[src/rtl/video_timing_gen.sv]
// Raster timing generator: pixel coordinates, sync strobes, data-enable and frame index.
// All outputs are registered from the same counter position, so they stay cycle-aligned.
module video_timing_gen #(
  parameter int unsigned H_ACTIVE = 1280,
  parameter int unsigned H_FP     = 110,
  parameter int unsigned H_SYNC   = 40,
  parameter int unsigned H_BP     = 220,
  parameter int unsigned V_ACTIVE = 720,
  parameter int unsigned V_FP     = 5,
  parameter int unsigned V_SYNC   = 5,
  parameter int unsigned V_BP     = 20,
  parameter logic        H_POL    = 1'b1,
  parameter logic        V_POL    = 1'b1
) (
  input  logic        i_clk,
  input  logic        i_rst_n,
  input  logic        i_ce,
  output logic [15:0] o_x,
  output logic [15:0] o_y,
  output logic        o_h_sync,
  output logic        o_v_sync,
  output logic        o_de,
  output logic        o_line_start,
  output logic        o_frame_start,
  output logic [15:0] o_frame_cnt
);

  localparam int unsigned H_TOTAL = H_ACTIVE + H_FP + H_SYNC + H_BP;
  localparam int unsigned V_TOTAL = V_ACTIVE + V_FP + V_SYNC + V_BP;

  localparam logic [15:0] H_LAST     = 16'(H_TOTAL - 1);
  localparam logic [15:0] V_LAST     = 16'(V_TOTAL - 1);
  localparam logic [15:0] H_ACT_END  = 16'(H_ACTIVE);
  localparam logic [15:0] V_ACT_END  = 16'(V_ACTIVE);
  localparam logic [15:0] H_SYNC_BEG = 16'(H_ACTIVE + H_FP);
  localparam logic [15:0] H_SYNC_END = 16'(H_ACTIVE + H_FP + H_SYNC);
  localparam logic [15:0] V_SYNC_BEG = 16'(V_ACTIVE + V_FP);
  localparam logic [15:0] V_SYNC_END = 16'(V_ACTIVE + V_FP + V_SYNC);

  logic [15:0] h_cnt;
  logic [15:0] v_cnt;
  logic [15:0] frame_idx;

  logic de_c;
  logic hs_act_c;
  logic vs_act_c;
  logic h_wrap_c;
  logic v_wrap_c;

  // Decode of the current counter position
  always_comb begin
    de_c     = (h_cnt < H_ACT_END) && (v_cnt < V_ACT_END);
    hs_act_c = (h_cnt >= H_SYNC_BEG) && (h_cnt < H_SYNC_END);
    vs_act_c = (v_cnt >= V_SYNC_BEG) && (v_cnt < V_SYNC_END);
    h_wrap_c = (h_cnt == H_LAST);
    v_wrap_c = (v_cnt == V_LAST);
  end

  // Output registers load the decode, then counters advance; strobes drop when idle
  always_ff @(posedge i_clk) begin
    if (!i_rst_n) begin
      h_cnt         <= '0;
      v_cnt         <= '0;
      frame_idx     <= '0;
      o_x           <= '0;
      o_y           <= '0;
      o_de          <= 1'b0;
      o_h_sync      <= ~H_POL;
      o_v_sync      <= ~V_POL;
      o_line_start  <= 1'b0;
      o_frame_start <= 1'b0;
      o_frame_cnt   <= '0;
    end else if (i_ce) begin
      o_x           <= h_cnt;
      o_y           <= v_cnt;
      o_de          <= de_c;
      o_h_sync      <= hs_act_c ? H_POL : ~H_POL;
      o_v_sync      <= vs_act_c ? V_POL : ~V_POL;
      o_line_start  <= (h_cnt == 16'd0);
      o_frame_start <= (h_cnt == 16'd0) && (v_cnt == 16'd0);
      o_frame_cnt   <= frame_idx;
      if (h_wrap_c) begin
        h_cnt <= '0;
        if (v_wrap_c) begin
          v_cnt     <= '0;
          frame_idx <= frame_idx + 16'd1;
        end else begin
          v_cnt <= v_cnt + 16'd1;
        end
      end else begin
        h_cnt <= h_cnt + 16'd1;
      end
    end else begin
      o_line_start  <= 1'b0;
      o_frame_start <= 1'b0;
    end
  end

endmodule

[config.mk]
export PLATFORM = sky130hd
export DESIGN_NAME = video_timing_gen
export DESIGN_NICKNAME = d
export VERILOG_FILES = /design/src/rtl/video_timing_gen.sv
export SDC_FILE = /design/constraint.sdc
export NUM_CORES = 1
export LEC_CHECK = 0
export CAP_MARGIN = 10
export CORE_ASPECT_RATIO = 0.75
export CORE_MARGIN = 10
export CORE_UTILIZATION = 55
export CTS_CLUSTER_SIZE = 30
export DETAILED_ROUTE_END_ITERATION = 10
export PLACE_DENSITY_LB_ADDON = 0.05
export SLEW_MARGIN = 20
export SYNTH_ARGS = -nofsm -noshare
export SYNTH_HDL_FRONTEND = slang
export SYNTH_SLANG_ARGS = --single-unit
[constraint.sdc]
create_clock -name i_clk -period 4.4 [get_ports i_clk]
set_input_delay 0.88 -clock i_clk [delete_from_list [all_inputs] [get_ports i_clk]]
set_output_delay 0.88 -clock i_clk [all_outputs]
set_load 0.01 [all_outputs]
# Word level (Yosys, flattened, before mapping)
# Index checks and enable logic that the tools add are counted.
# Widths: inputs -> output; s select.
[totals] register_bits=101 output_inout_bits=53
[classes] add_sub_neg=3 magnitude_cmp=6 eq_ne=2 muxes=4 n_reduce_logical=9
[ops] operator="$add 16x1->16 const B" n=3
[ops] operator="$logic_not 16->1" n=2
[ops] operator="$lt 16x10->1 const B" n=2
[ops] operator="$lt 16x11->1 const B" n=2
[ops] operator="$mux 16" n=2
[ops] operator="$eq 16x10->1 const B" n=1
[ops] operator="$eq 16x11->1 const B" n=1
[ops] operator="$ge 16x10->1 const B" n=1
[ops] operator="$ge 16x11->1 const B" n=1
[ops] operator="$logic_and 1x1->1" n=4
[ops] operator="$reduce_and 2->1" n=2
[ops] operator="$reduce_and 3->1" n=1
[ops] operator="$mux 1" n=2

# Longest topological paths before layout
[logic_depth] ltp_word=3 ltp_mapped=9 ltp_nobuf=6

# Worst setup path before layout
# OpenSTA, ideal clock, no wires.
[synth_timing] path_kind="in2reg" start="in i_ce" end="reg v_cnt[14]" setup_time_ns=0.072 arrival_time_ns=2.854 required_time_ns=4.328 path_slack_ns=1.474 stages=7 path_buffers=3 cell_sequence="buf_2 -> or4b_4 -> or4_4 -> buf_6 -> buf_6 -> or4_1 -> a21oi_1"
[synth_via] elab_chain_len=1
[synth_rtl] element="start, declared" line_no="17" rtl="input logic i_ce,"
[synth_rtl] element="$reduce_and 2->1 (no line)"
[synth_rtl] element="end signal, assigned" line_no="88" rtl="v_cnt <= v_cnt + 16'd1;"
[synth_rtl] element="end, declared" line_no="41" rtl="logic [15:0] v_cnt;"
# No other way between the ends.
# A chain may end at the register's enable or synchronous reset.

# Final worst setup path
[layout_timing] start="reg v_cnt[10]" end="reg v_cnt[15]"
[layout_via] elab_chain_len=2 elab_cells_between_ends=3 classes_between="1 x add/sub; 1 x eq/ne; 1 x mux"
[layout_rtl] element="$add 16x1->16 or $eq 16x10->1 (tied branches)" line_no="88, 56"
[layout_rtl] element="$mux 16 (*)" line_no="84" rtl="if (v_wrap_c) begin"
# Mark *: on every way between the ends. The rest lies on a longest branch, timed or not.

==> flow_summary_export.csv <==
group,metric,value,unit
worst_setup_path,cp.required,4.63,ns
synthesis,synth_flop_cell,"dfxtp_1",
drt,dr_wl_met2,4.62,mm
worst_setup_path,crit_top_cell,"or4_1",
clock_network,cts_resized,0,
cells_and_area,final_cell_area,5300,um^2
worst_setup_path,reg2reg_to,"v_cnt[15]",
drt,drt_pass1_iterations,4,
placed_design,portBuffers,55,
worst_setup_path,end_kind,"flip-flop",
synthesis,synth_mux_area_share,12.2,%
pwr,seq_power_share,59.0,%
timing,clock.fmax,0.360,GHz
drt,ant_nets,0,
pwr,p_int,1.23,mW
pwr,p_comb_share,4.4,%
synthesis,synth_cell_types,48,
worst_setup_path,reg2reg_from,"v_cnt[10]",
synthesis,synthArstFlopShare,0,%
worst_setup_path,rr_worst_depth,4,
drt,drt-met1-wl,5.07,mm
placed_design,placed_area,5100,um^2
synthesis,ys_ff_latch,101,
worst_hold_path,hold_path_end,"o_h_sync",
worst_setup_path,crit_chain,"or4_1 -> or4_1 -> o21ai_1 -> a21oi_1",
grt,overflow,0,
clock_network,clk_path_buf_depth,2,
synthesis,ys_warn_count,0,
synthesis,synth_compound_area_share,9.00,%
grt,grt_pass1_vias,3627,
drt,wirelength,10.6,mm
drt,top_layer_used,"met4",
synthesis,ys_seq_area_share,44.0,%
run,cap_violations,0,
clock_network,clk_pin_slew,0.09,ns
pwr,p_clk_share,36.6,%
grt,grt.total_usage,16.8,%
timing,drv_slew,0,
drt,viasPerCell,5.97,
worst_setup_path,critPathMaxFanout,30,
worst_hold_path,min_path_type,"reg -> reg",
clock_network,cts_tree,"done",
placed_design,place_congestion,0.809,
pwr,power.leakage,1.87,nW
worst_setup_path,start_kind,"flip-flop",
clock_network,hold_buffers,0,
synthesis,synth_top_family_by_area,"simple AND/OR/NAND/NOR gates",
timing,relSlewSlack,37.4,%
synthesis,mappedNetlistArea,4600,um^2
timing,period_needed,2.78,ns
pwr,total_power,1.58,mW
clock_network,cts.sinks,101,
pwr,peakVddDrop,0.205,mV
grt,grt_max_degree,67,
worst_setup_path,max_stage_delay,0.97,ns
drt,wl_met3,846,um
die,ios,56,
drt,vias,3881,
cells_and_area,finalNetCount,551,
run_status,outcome,"complete, no violations",
clock_network,root_buffer,"clkbuf_8",
die,row_count,28,
clock_network,htree_levels,3,
pwr,p_switching,0.351,mW
synthesis,synth_fa_ha_area_share,2.18,%
timing,fin_skew,0.00998,ns
drt,drc_errors,0,
placed_design,post-place-ws,1.38,ns
worst_setup_path,cp.arrival,3.01,ns
grt,antenna_found_initial,0,
drt,drt_iter0_markers,248,
worst_hold_path,hold_start,"o_h_sync",
die,die_area,12500,um^2
timing,setup_ws,1.62,ns
synthesis,synth_edf_count,0,
cells_and_area,layout_common_cells,"dfxtp_1, nor2_1, mux2i_1",
placed_design,dpl.hpwl,7.21,mm
pwr,switching_share,22.3,%
synthesis,synthXorXnorAreaFrac,1.90,%
timing,rsz0062_at_grt,"false",
synthesis,yosys.area_share.simple,25.8,%
timing,setup_viol,0,
die,die_height,99.2,um
synthesis,syn_nets,525,
timing,fin_tns_setup,0,ns
die,initial_core_util,57.3,%
die,fp.dieW,126,um
pwr,power.density,297,nW/um^2
clock_network,post_cts_buffers,0,
cells_and_area,final_common_cell,"dfxtp_1",
synthesis,syn_inst,514,
die,core_area,8020,um^2
grt,grt_pass1_wl,17.9,mm
cells_and_area,antenna_cells,0,
timing,worst_slew_pin_slew,0.939,ns
timing,fin_crit_sh,63.2,%
drt,wl_per_cell,16.4,um
timing,hold_violations,0,
cells_and_area,drive_gt1_share,4.77,%
worst_setup_path,r2r_slack,1.62,ns
worst_setup_path,cpMaxStageDelayCell,"or4_1",
cells_and_area,syn_to_final_growth,15.2,%
worst_hold_path,hold_depth,2,
clock_network,worstSkewPairLatency,0.37,ns
clock_network,cts_made_buffers,9,
synthesis,syn_area_per_cell,8.95,um^2
worst_setup_path,critPathKind,"reg -> reg",
## registers in the layout (all words and copies together) (netlist names), 16 cells and up
name and count:
h_cnt 16, frame_idx 16, o_frame_cnt 16, o_x 16, v_cnt 16, o_y 16
## power groups by stage
stage               combinational, mW  clock, mW  sequential (mW)
global placement               0.0676          0            0.951
finish                         0.0689      0.577            0.930
floorplan                      0.0534          0            0.947
detailed placement             0.0694          0            0.951
global route                   0.0748      0.628            0.931
CTS                            0.0694      0.597            0.929
## logic make-up after synthesis
kind of cell	Yosys count
buffers and inverters	51
AND/OR/NAND/NOR	221
flip-flops	101
AO/OA/AOI/OAI	67
multiplexers	56
adder cells (fa/ha/maj)	8
XOR/XNOR	10
## Yosys cell counts (2+ instances only)
cell type	count	area [um^2]
a21oi_1	28	140
or3_1	10	62.6
buf_1	11	41.3
xor2_1	4	35.0
o2111ai_1	2	17.5
nand2b_1	10	62.6
nor3_1	6	30.0
buf_6	4	45.0
nor2_1	66	248
nand4_1	17	106
ha_1	8	100
or4_4	2	22.5
buf_2	2	10.0
and3_1	5	31.3
nor3b_1	3	22.5
clkbuf_1	24	90.1
nand2_1	30	113
inv_1	8	30.0
and4_1	5	43.8
nand3_1	20	100
o21ai_0	9	45.0
a31oi_1	3	18.8
nor4_1	12	75.1
dfxtp_1	101	2020
or4_1	20	150
mux2i_1	55	551
a31o_2	2	17.5
nand4b_1	4	35.0
xnor2_1	6	52.6
o31ai_1	15	113
and2_1	5	31.3
## layout make-up
type / instances / area, um^2
Fill cell: 687 / 2720
Multi-Input combinational cell: 362 / 2350
Sequential cell: 101 / 2020
Timing Repair Buffer: 58 / 568
Clock buffer: 12 / 145
Tap cell: 105 / 131
Clock inverter: 4 / 47.5
Inverter: 8 / 30.0
## layer usage
metal	global-route usage, %	vias up
li1	-	1904
met1	22.4	1849
met2	25.1	117
met3	5.89	11
met4	4.42	0
met5	0	-
## per-stage QoR
stage | util (%) | hold slack [ns] | cells
finish | 66.0 | 0.478 | 650
global route | 66.0 | 0.510 | 650
CTS | 66.0 | 0.482 | 650
detailed placement | 63.6 | 0.469 | 634
global placement | 63.6 | 0.458 | 634
floorplan | - | 0.442 | 514
## how the worst max path moves through the flow
| stage | cells past startpoint | end | from |
|---|---|---|---|
| floorplan | 7 | v_cnt[14] | i_ce |
| global placement | 5 | v_cnt[3] | i_ce |
| detailed placement | 5 | v_cnt[15] | i_ce |
| CTS | 4 | v_cnt[15] | v_cnt[10] |
| global route | 4 | v_cnt[11] | v_cnt[10] |
| finish | 4 | v_cnt[15] | v_cnt[10] |
## worst max-delay path, delay by kind of cell (launching register included)
| kind | cells | cell delay, ns |
|---|---|---|
| flip-flops | 1 | 0.36 |
| AO/OA/AOI/OAI | 2 | 0.71 |
| AND/OR/NAND/NOR | 2 | 1.57 |
Note: power is estimated with default switching activity, not from simulation.
